==> src/rtl/uart_tx_ctrl.sv <==
// UART transmit controller: serialises a captured word as start, data (LSB first),
// optional parity and stop, one bit per clk cycle. Outputs are registered.
module uart_tx_ctrl #(
  parameter int Width = 8
) (
  input  logic             clk,
  input  logic             rst,
  input  logic             Data_valid,
  input  logic [Width-1:0] in_data,
  input  logic             parity_enable,
  input  logic             parity_type,
  output logic             tx_out,
  output logic             busy,
  output logic [2:0]       state_o
);

  localparam int CW = $clog2(Width);

  typedef enum logic [2:0] {
    IDLE   = 3'd0,
    START  = 3'd1,
    DATA   = 3'd2,
    PARITY = 3'd3,
    STOP   = 3'd4
  } state_t;

  // Handshake: Data_valid is a strobe with no ready output; it is accepted only at an
  // edge where the block is in IDLE or STOP, and silently dropped in any other state.

  state_t           state_q, state_d;
  logic [CW-1:0]    bit_cnt_q, bit_cnt_d;
  logic [Width-1:0] data_q, data_d;
  logic             par_en_q, par_en_d;
  logic             par_q, par_d;
  logic             tx_q, tx_d;
  logic             busy_q, busy_d;
  logic [CW-1:0]    cnt_inc;
  logic             last_bit;

  assign cnt_inc  = bit_cnt_q + CW'(1);
  assign last_bit = (bit_cnt_q == CW'(Width - 1));

  // Next-state and next-output logic; tx/busy are computed for the state being entered.
  always_comb begin
    state_d   = state_q;
    bit_cnt_d = bit_cnt_q;
    data_d    = data_q;
    par_en_d  = par_en_q;
    par_d     = par_q;
    tx_d      = 1'b1;
    busy_d    = 1'b0;
    case (state_q)
      IDLE, STOP: begin
        if (Data_valid) begin
          state_d  = START;
          data_d   = in_data;
          par_en_d = parity_enable;
          par_d    = (^in_data) ^ parity_type;
          tx_d     = 1'b0;
          busy_d   = 1'b1;
        end else begin
          state_d = IDLE;
        end
      end
      START: begin
        state_d   = DATA;
        bit_cnt_d = '0;
        tx_d      = data_q[0];
        busy_d    = 1'b1;
      end
      DATA: begin
        if (last_bit) begin
          bit_cnt_d = '0;
          if (par_en_q) begin
            state_d = PARITY;
            tx_d    = par_q;
            busy_d  = 1'b1;
          end else begin
            state_d = STOP;
          end
        end else begin
          bit_cnt_d = cnt_inc;
          tx_d      = data_q[cnt_inc];
          busy_d    = 1'b1;
        end
      end
      PARITY: begin
        state_d = STOP;
      end
      default: begin
        state_d = IDLE;
      end
    endcase
  end

  always_ff @(posedge clk) begin
    if (!rst) begin
      state_q   <= IDLE;
      bit_cnt_q <= '0;
      data_q    <= '0;
      par_en_q  <= 1'b0;
      par_q     <= 1'b0;
      tx_q      <= 1'b1;
      busy_q    <= 1'b0;
    end else begin
      state_q   <= state_d;
      bit_cnt_q <= bit_cnt_d;
      data_q    <= data_d;
      par_en_q  <= par_en_d;
      par_q     <= par_d;
      tx_q      <= tx_d;
      busy_q    <= busy_d;
    end
  end

  assign tx_out  = tx_q;
  assign busy    = busy_q;
  assign state_o = state_q;

endmodule
==> config.mk <==
export PLATFORM = sky130hd
export DESIGN_NAME = uart_tx_ctrl
export DESIGN_NICKNAME = d
export VERILOG_FILES = /design/src/rtl/uart_tx_ctrl.sv
export SDC_FILE = /design/constraint.sdc
export NUM_CORES = 1
export LEC_CHECK = 0
export CORE_UTILIZATION = 37
export CTS_CLUSTER_SIZE = 10
export DETAILED_ROUTE_END_ITERATION = 8
export PLACE_DENSITY = 0.69
export SLEW_MARGIN = 5
export SYNTH_ARGS = -nofsm -noshare
export SYNTH_HDL_FRONTEND = slang
export SYNTH_SLANG_ARGS = --single-unit
==> constraint.sdc <==
create_clock -name clk -period 5.18 [get_ports clk]
set_input_delay 1.036 -clock clk [delete_from_list [all_inputs] [get_ports clk]]
set_output_delay 1.036 -clock clk [all_outputs]
set_load 0.005 [all_outputs]
==> reports/qor_table.md <==
| Item | Reported | Unit |
|---|---|---|
| Post-DR vias/cell | 5.25 | - |
| Unrepaired setup endpoints after global routing | false | - |
| Total wire length after detailed routing | 1770 | um |
| Remaining number of nets flagged by the antenna check after routing | 0 | - |
| Final period util | 0.500 | - |
| Library cell with the largest summed area after synthesis | sky130_fd_sc_hd__dfxtp_1 | - |
| End point of the worst hold path | data_q[6]$_SDFFE_PN0P_ | - |
| Number of input and output port buffers inserted | 17 | - |
| CTS clk-pin slew, worst paths | 0.09 | ns |
| Data required time at the worst endpoint | 5.41 | ns |
| Gp weighted congestion | 0.778 | - |
| Reg2Reg Capture Point | tx_out$_SDFF_PN1_ | - |
| Count of flip-flops with a built-in enable after synthesis | 0 | - |
| Highest clock rate | 386 | MHz |
| Drt drc | 0 | - |
| Data arrival at the endpoint of the critical path | 2.82 | ns |
| Peak VDD IR | 0.157 | mV |
| Highest fanout seen on the critical path | 11 | - |
| Dominant synthesized flop cell | sky130_fd_sc_hd__dfxtp_1 | - |
| Placed cell count | 147 | - |
| Areal power density over the cells | 245 | nW/um^2 |
| Floorplan Core Area | 2320 | sq um |
| Run status | complete, no violations | - |
| Area post-placement | 1120 | sq um |
| Mapped Area | 948 | sq um |
| Initial standard-cell utilization of the core | 0.409 | - |
| Warnings, synthesis | 0 | - |
| Initial antenna violation count | 0 | - |
| Average detailed-routed wire length per instance | 11.8 | um |
| Clock sink count | 18 | - |
| Cts bufs inserted | 3 | - |
| Clock Tree Buf Depth | 2 | - |
| Via count of the first global-routing pass | 757 | - |
| CTS H-tree lvls | 1 | - |
| Top area cells in the synthesized netlist | sky130_fd_sc_hd__dfxtp_1 (38%), sky130_fd_sc_hd__nand2_1 (9.1%), sky130_fd_sc_hd__a21boi_0 (7.9%), sky130_fd_sc_hd__mux2i_1 (4.2%), sky130_fd_sc_hd__xnor2_1 (3.7%) | - |
| Post-cts gate resize count | 0 | - |
| Worst slew margin | 0.238 | - |
| Total grt overflow | 0 | - |
| Initial DRC Count | 31 | - |
| Final setup fails | 0 | - |
| Post-route cell area | 1140 | sq um |
| Worst Max-Slew Pin Slew | 1.14 | ns |
| Max Transition Viols Final | 0 | - |
| Post-layout min period | 2.59 | ns |
| Nature of the critical path startpoint | input port | - |
| Pre-Repair DR Iteration Count | 4 | - |
| Overall power of the completed layout | 0.000280 | W |
| First-pass GRT wire length | 3290 | um |
| Critical path class | input port to register | - |
| Avg Synthesized Cell Area | 8.62 | sq um |
| Cell variety after synth | 33 | - |
| Yosys reg bits | 18 | - |
| Vias post-DR | 787 | - |
| Hold Crit Depth | 2 | - |
| R2r setup slk | 2.87 | ns |
| Final hold vios | 0 | - |
| HP Class | register to register | - |
| Post-route setup TNS | 0 | ns |
| Hold path startpoint | data_q[6]$_SDFFE_PN0P_ | - |
| Leakage component of the power | 0.394 | nW |
| Cts-stage hold buffer count | 0 | - |
| Full die area | 2770 | sq um |
| Horiz. Die Dim | 52.6 | um |
| Clk Tree Root Cell | sky130_fd_sc_hd__clkbuf_4 | - |
| Most common library cells after synthesis | sky130_fd_sc_hd__nand2_1 (23), sky130_fd_sc_hd__dfxtp_1 (18), sky130_fd_sc_hd__a21boi_0 (10), sky130_fd_sc_hd__clkbuf_1 (5) | - |
| Number of post-CTS setup repair buffers | 0 | - |
| Proportion of register bits with asynchronous set or reset after synthesis | 0 | - |
| Area growth from synthesis to layout | 20.4 | % |
| Post-route clock skew | 0.000602 | ns |
| Vertical extent of the die | 52.6 | um |
| Share of post-route cells with drive strength above 1 | 0.0410 | - |
| Most repeated cell in the gate-level netlist after synthesis | sky130_fd_sc_hd__nand2_1 | - |
| TritonCTS clock tree | done | - |
| Logic depth of the worst register-to-register path | 5 | - |
| Number of nets produced by synthesis | 125 | - |
| GR Util All Layers | 0.163 | - |
| Kind of capture point of the worst setup path | register | - |
| Post-synth top area share | 0.380 | - |
| Clock insertion delay at the later pin of the skew report | 0.28 | ns |
| Maximum number of pins on one net before global-route repair | 21 | - |
| Reg-to-reg critical path startpoint | bit_cnt_q[0]$_SDFFE_PN0P_ | - |
| Sum of net half-perimeters after detailed placement | 1360 | um |
| Post-Synthesis Cells | 110 | - |
| Number of I/O pins | 18 | - |
| Count of standard-cell rows | 17 | - |
| Total of max-cap violations | 0 | - |
| Filler cell count | 249 | - |
| Number of diodes | 0 | - |
| Sequential share of the synthesized area | 0.380 | - |
| Finished Layout Cells | 150 | - |
| Final net count | 139 | - |
[routing by layer]
layer / share of wire / up-vias / track usage / wire length (um)
met2: 0.47 / 17 / 0.266 / 828
li1: - / 412 / - / -
met1: 0.48 / 356 / 0.194 / 844
met4: 0.0079 / 0 / 0.0526 / 14
met3: 0.045 / 2 / 0.0609 / 79
met5: 0 / - / 0 / 0
[report_power, final]
group          leakage, nW  internal (W)  switching (W)
sequential           0.148      0.000148     0.00000935
combinational        0.232     0.0000330      0.0000244
clock               0.0138     0.0000270      0.0000389
total                0.394      0.000208      0.0000726
[cells in the final DEF, fill, tap and decap left out]
cell / Yosys / routed
sky130_fd_sc_hd__xnor2_1: 4 / 4
sky130_fd_sc_hd__dfxtp_1: 18 / 18
sky130_fd_sc_hd__a31oi_1: 1 / 1
sky130_fd_sc_hd__nand2_1: 23 / 23
sky130_fd_sc_hd__o2111ai_1: 1 / 1
sky130_fd_sc_hd__o41ai_1: 1 / 1
sky130_fd_sc_hd__xnor3_1: 1 / 1
sky130_fd_sc_hd__clkdlybuf4s50_1: 0 / 17
sky130_fd_sc_hd__nor3_1: 1 / 1
sky130_fd_sc_hd__nor2_1: 3 / 3
sky130_fd_sc_hd__o21ai_0: 2 / 2
sky130_fd_sc_hd__xor2_1: 1 / 1
sky130_fd_sc_hd__inv_1: 4 / 4
sky130_fd_sc_hd__a21oi_1: 3 / 3
sky130_fd_sc_hd__a211oi_1: 1 / 1
sky130_fd_sc_hd__a2bb2oi_1: 1 / 1
sky130_fd_sc_hd__nor4b_1: 1 / 1
sky130_fd_sc_hd__nor3b_1: 2 / 2
sky130_fd_sc_hd__nand3_1: 1 / 1
sky130_fd_sc_hd__mux4_2: 1 / 1
sky130_fd_sc_hd__nand2b_1: 2 / 2
sky130_fd_sc_hd__o211ai_1: 2 / 2
sky130_fd_sc_hd__a22oi_1: 2 / 2
sky130_fd_sc_hd__a2111oi_1: 1 / 1
sky130_fd_sc_hd__nand4_1: 2 / 2
sky130_fd_sc_hd__nor4_1: 1 / 1
sky130_fd_sc_hd__ha_1: 2 / 2
sky130_fd_sc_hd__clkbuf_4: 0 / 3
sky130_fd_sc_hd__nand3b_1: 1 / 1
sky130_fd_sc_hd__a21boi_0: 10 / 10
sky130_fd_sc_hd__a22o_2: 1 / 1
sky130_fd_sc_hd__nor2b_1: 4 / 4
sky130_fd_sc_hd__mux2i_1: 4 / 4
[cell families (layout without fill, tap and decap cells)]
family                     count (synthesis)  count (layout)  share of synthesized area
DFF                                       18              18                      0.380
buffers and inverters                     12              24                     0.0514
AOI/OAI and AO/OA                         26              26                      0.201
adders and majority gates                  2               2                     0.0264
xor gates and xnor gates                   6               6                     0.0699
and+or+nand+nor                           41              41                      0.206
muxes                                      5               5                     0.0660
[critical path: stages]
cell and delay [ns]:
sky130_fd_sc_hd__clkdlybuf4s50_1 0.49, sky130_fd_sc_hd__nor3b_1 0.92, sky130_fd_sc_hd__nand2_1 0.11, sky130_fd_sc_hd__nor3_1 0.14, sky130_fd_sc_hd__nand3b_1 0.12
[cell type report]
class,count,area [sq um],share of cell area
well taps,28,35.0,0.0307
multi-input cells,80,539,0.472
flip-flops and latches,18,360,0.315
inverters,4,15.0,0.0131
repair buffers,17,170,0.149
clock buffers,3,22.5,0.0197
[how the worst max path moves through the flow]
stage	end	depth (start not counted)	from
after floorplan	tx_out$_SDFF_PN1_	5	bit_cnt_q[0]$_SDFFE_PN0P_
after global placement	par_q$_SDFFE_PN0P_	5	Data_valid
after detailed placement	par_q$_SDFFE_PN0P_	5	Data_valid
after CTS	par_q$_SDFFE_PN0P_	5	Data_valid
after global routing	par_q$_SDFFE_PN0P_	5	Data_valid
final	par_q$_SDFFE_PN0P_	5	Data_valid
[sequential cells by signal, summed over array words and instances, names as in the netlist]
| register | count |
|---|---|
| par_q | 1 |
| data_q | 8 |
| state_o | 3 |
| bit_cnt_q | 3 |
| busy | 1 |
| par_en_q | 1 |
| tx_out | 1 |
[stage by stage]
step,setup slack (ns),utilization,hold slack [ns]
after floorplan,3.22,-,0.440
after global placement,2.34,0.483,0.458
after detailed placement,2.27,0.483,0.466
final,2.59,0.493,0.474
after global routing,2.38,0.493,0.495
after CTS,2.58,0.493,0.480
(Power assumes the default switching activity.)
==> edit 1: new RTL, config.mk and constraints unchanged <==
Register the inputs `Data_valid`, `in_data`, `parity_enable` and `parity_type` before use, without a reset. The logic sees them one clock later.
--- a/src/rtl/uart_tx_ctrl.sv
+++ b/src/rtl/uart_tx_ctrl.sv
@@ -23,6 +23,18 @@
     PARITY = 3'd3,
     STOP   = 3'd4
   } state_t;
+
+  logic Data_valid_q;
+  logic [Width-1:0] in_data_q;
+  logic parity_enable_q;
+  logic parity_type_q;
+
+  always_ff @(posedge clk) begin
+    Data_valid_q    <= Data_valid;
+    in_data_q       <= in_data;
+    parity_enable_q <= parity_enable;
+    parity_type_q   <= parity_type;
+  end
 
   // Handshake: Data_valid is a strobe with no ready output; it is accepted only at an
   // edge where the block is in IDLE or STOP, and silently dropped in any other state.
@@ -51,11 +63,11 @@
     busy_d    = 1'b0;
     case (state_q)
       IDLE, STOP: begin
-        if (Data_valid) begin
+        if (Data_valid_q) begin
           state_d  = START;
-          data_d   = in_data;
-          par_en_d = parity_enable;
-          par_d    = (^in_data) ^ parity_type;
+          data_d   = in_data_q;
+          par_en_d = parity_enable_q;
+          par_d    = (^in_data_q) ^ parity_type_q;
           tx_d     = 1'b0;
           busy_d   = 1'b1;
         end else begin
Behaviour: not the same (a bounded check fails within 4 cycles, from zero or initial values and one cycle with rst low).
==> edit 1 against the original RTL <==
- area after synthesis is 22% higher
- cell area up 26%
- setup slack better by 0.17 ns
- wire length rose by 19%
- cell count is 13% higher
- die area grew 21%
- sequential cell count grew 11
- power grew 79%
- non-clock buffer count rose by 1
- combinational power increased by 1%
- count of clock-buffer cells in the layout is 3 higher
- maximum frequency is 7.0% higher
- global-route usage shrank 0.67 points
==> edit 1: results (changes against the original RTL) <==
* Post-Route WL at 2100 microns (was 1770 microns)
* Min-Delay Startpoint: data_q[2]$_SDFFE_PN0P_ (was data_q[6]$_SDFFE_PN0P_)
* Most frequent cells after synthesis: dfxtp_1 (29), nand2_1 (23), a21boi_0 (9) (was nand2_1 (23), dfxtp_1 (18), a21boi_0 (10))
* Global routing usage on met3 at 0.0491 (was 0.0609)
* CTS Buf Count at 5 (was 3)
* Largest delay share family, worst path: buffers and inverters (was simple AND/OR/NAND/NOR gates)
* DRT met1 WL at 992 microns (was 844 microns)
* Post-synthesis net count at 132 (was 125)
* Status: finished clean (unchanged)
* P_leak at 0.567 nW (was 0.394 nW)
* Detail Route met3 WL at 116 microns (was 79 microns)
* Routed vias at 876 (was 787)
* Share of cells above drive strength 1 at 0.0942 (was 0.0410)
* R2R Setup Slk at 3.11 ns (was 2.87 ns)
* Switching Power at 115 uW (was 72.6 uW)
* DRT iter0 DRCs at 59 (was 31)
* Post-synthesis mux area share at 0.0379 (was 0.0660)
* Worst Path Max Fanout at 10 (was 11)
* First-pass GRT wire length at 3840 microns (was 3290 microns)
* Top cells by area, synth: dfxtp_1 (50%), nand2_1 (7.5%), a21boi_0 (5.8%) (was dfxtp_1 (38%), nand2_1 (9.1%), a21boi_0 (7.9%))
* Adder-cell share of the synthesized area at 0.0216 (was 0.0264)
* Later-pin clock latency in the skew report at 0.33 ns (was 0.28 ns)
* Crit path to: state_o[0] (was par_q$_SDFFE_PN0P_)
* Max VDD drop at 0.241 mV (was 0.157 mV)
* Hold_ws at 0.468 ns (was 0.474 ns)
* Critical Path AT at 1.39 ns (was 2.82 ns)
* Pre-CTS WS at 2.66 ns (was 2.27 ns)
* Delay of the slowest critical-path stage at 0.56 ns (was 0.92 ns)
* DP Wirelength at 1480 microns (was 1360 microns)
* Slowest CP cell: clkdlybuf4s50_1 (was nor3b_1)
* Mapped Cells at 117 (was 110)
* Final worst slack at 2.76 ns (was 2.59 ns)
* Met2 Routed Length at 928 microns (was 828 microns)
* Relative slew slack at 0.632 (was 0.238)
* Number of global-route vias before repair at 904 (was 757)
* H-tree levels at 2 (was 1)
* M1 GR Usage at 0.186 (was 0.194)
* DR WL/cell at 12.4 microns (was 11.8 microns)
* R2R depth at 6 (was 5)
* Total GRT Usage at 0.156 (was 0.163)
* Hold Path End: data_q[2]$_SDFFE_PN0P_ (was data_q[6]$_SDFFE_PN0P_)
* Sequential share of the synthesized area at 0.502 (was 0.380)
-- edit 1: changes by cell type after synthesis, moves of 2 or more --
cell / delta
and2_1: +4
and3_1: +3
clkbuf_1: -3
dfxtp_1: +11
mux2i_1: -3
nor2_1: -3
nor2b_1: -2
o21ai_0: +3
-- edit 1: cell type report --
cell class / count / area [sq um] / share of cell area
Sequential cell: 29 / 581 / 0.403
Multi-Input combinational cell: 80 / 542 / 0.377
Timing Repair Buffer: 18 / 178 / 0.123
Clock buffer: 6 / 51.3 / 0.0357
Tap cell: 31 / 38.8 / 0.0270
Clock inverter: 2 / 37.5 / 0.0261
Inverter: 3 / 11.3 / 0.00783
-- edit 1: power by group through the flow --
stage | combinational [mW] | clock, mW | sequential (mW)
floorplan | 0.0385 | 0 | 0.249
global placement | 0.0568 | 0 | 0.253
detailed placement | 0.0582 | 0 | 0.253
CTS | 0.0584 | 0.202 | 0.248
global route | 0.0652 | 0.213 | 0.250
finish | 0.0581 | 0.195 | 0.248
==> edit 2: new RTL, config.mk and constraints unchanged <==
Without the edit above. `Width`: 8 -> 16.
--- a/src/rtl/uart_tx_ctrl.sv
+++ b/src/rtl/uart_tx_ctrl.sv
@@ -1,7 +1,7 @@
 // UART transmit controller: serialises a captured word as start, data (LSB first),
 // optional parity and stop, one bit per clk cycle. Outputs are registered.
 module uart_tx_ctrl #(
-  parameter int Width = 8
+  parameter int Width = 16
 ) (
   input  logic             clk,
   input  logic             rst,
Interface: changed (resized in_data); port bits go from 18 to 26. The function was not compared with the original's and may differ.
==> edit 2 against the original RTL <==
- largest cell class unchanged
- sequential power rose by 50%
- global-route usage fell by 0.78 points
- wire length rose by 57%
- power up 64%
- cell area rose by 52%
- cell count is 47% higher
- non-clock buffer count rose by 9
- sequential cell count grew 9
- sequential share of layout area down 0.40 points
- register-to-register slack gained 0.30 ns
- area after synthesis increased by 49%
- maximum frequency up 8.2%
- critical path depth grew 1
- setup slack improved by 0.20 ns
==> edit 2: results (changes against the original RTL) <==
* Relative slew slack at 0.446 (was 0.238)
* Post-synthesis net count at 173 (was 125)
* First-pass GRT wire length at 4900 microns (was 3290 microns)
* Top cells by area, synth: dfxtp_1 (38%), a21boi_0 (9.5%), nand2_1 (9.3%) (was dfxtp_1 (38%), nand2_1 (9.1%), a21boi_0 (7.9%))
* R2R Setup Slk at 3.17 ns (was 2.87 ns)
* P_leak at 0.644 nW (was 0.394 nW)
* Pin count of the biggest net entering global routing at 30 (was 21)
* Worst Path Max Fanout at 19 (was 11)
* Synth Area in XOR/XNOR at 0.114 (was 0.0699)
* Global routing usage on met3 at 0.0321 (was 0.0609)
* #MultiIn Comb at 115 (was 80)
* M1 GR Usage at 0.186 (was 0.194)
* Synth Area in Compound Gates at 0.178 (was 0.201)
* F_max at 0.418 GHz (was 0.386 GHz)
* NumNets Final at 196 (was 139)
* Max FFs per register at 16 (was 8)
* Pre-CTS WS at 2.53 ns (was 2.27 ns)
* Delay of the slowest critical-path stage at 0.45 ns (was 0.92 ns)
* Sequential share of the synthesized area at 0.381 (was 0.380)
* Setup Skew at 0.00806 ns (was 0.000602 ns)
* Max VDD drop at 0.106 mV (was 0.157 mV)
* Post-synth cell types at 36 (was 33)
* Register area at 541 sq um (was 360 sq um)
* Layout inverter count without the clock tree at 1 (was 4)
* DRT iter0 DRCs at 42 (was 31)
* Status: finished clean (unchanged)
* Hold_ws at 0.467 ns (was 0.474 ns)
* Largest buffer count on any clock path at 2 (unchanged)
* Multi-input logic portion of the cell area at 0.477 (was 0.472)
* Clk tree area frac at 0.0267 (was 0.0197)
* DR WL/cell at 12.5 microns (was 11.8 microns)
* Slowest CP cell: clkdlybuf4s50_1 (was nor3b_1)
* IO Port Bufs at 25 (was 17)
* CTS Sinks at 27 (was 18)
* Number of global-route vias before repair at 1,092 (was 757)
* Adder-cell share of the synthesized area at 0.00883 (was 0.0264)
* Total GRT Usage at 0.155 (was 0.163)
* Routed vias/inst at 5.00 (was 5.25)
* Share of cells above drive strength 1 at 0.0520 (was 0.0410)
* Most frequent cells after synthesis: nand2_1 (35), dfxtp_1 (27), a21boi_0 (18) (was nand2_1 (23), dfxtp_1 (18), a21boi_0 (10))
* Hold Path End: data_q[1]$_SDFFE_PN0P_ (was data_q[6]$_SDFFE_PN0P_)
* # fillers at 374 (was 249)
* Signal buffers at 26 (was 17)
* Gp weighted congestion at 0.760 (was 0.778)
* Min-Delay Startpoint: data_q[1]$_SDFFE_PN0P_ (was data_q[6]$_SDFFE_PN0P_)
* DP Wirelength at 2110 microns (was 1360 microns)
edit 2: worst max-delay path: cells and delay by family:
family / cells / cell delay (ns)
and+or+nand+nor: 3 / 0.69
buffers and inverters: 1 / 0.45
AOI/OAI and AO/OA: 2 / 0.38
edit 2: through the flow:
step	area, sq um	utilization	power (mW)	cells
5_1_grt	1740	0.474	0.494	221
3_3_place_gp	1690	0.461	0.347	217
4_1_cts	1740	0.474	0.468	221
6_report	1740	0.474	0.461	221
3_5_place_dp	1690	0.461	0.351	217
2_1_floorplan	1420	-	0.312	151
edit 2: per-layer routing:
layer  part of all wire  wire length, microns
met5                  0                     0
met4             0.0040                    11
met3              0.031                    87
met2               0.50                  1400
met1               0.46                  1270
edit 2: power by group:
group          internal [mW]  switching, mW
clock                 0.0538         0.0626
sequential             0.224         0.0114
combinational         0.0623         0.0475
total                  0.340          0.121
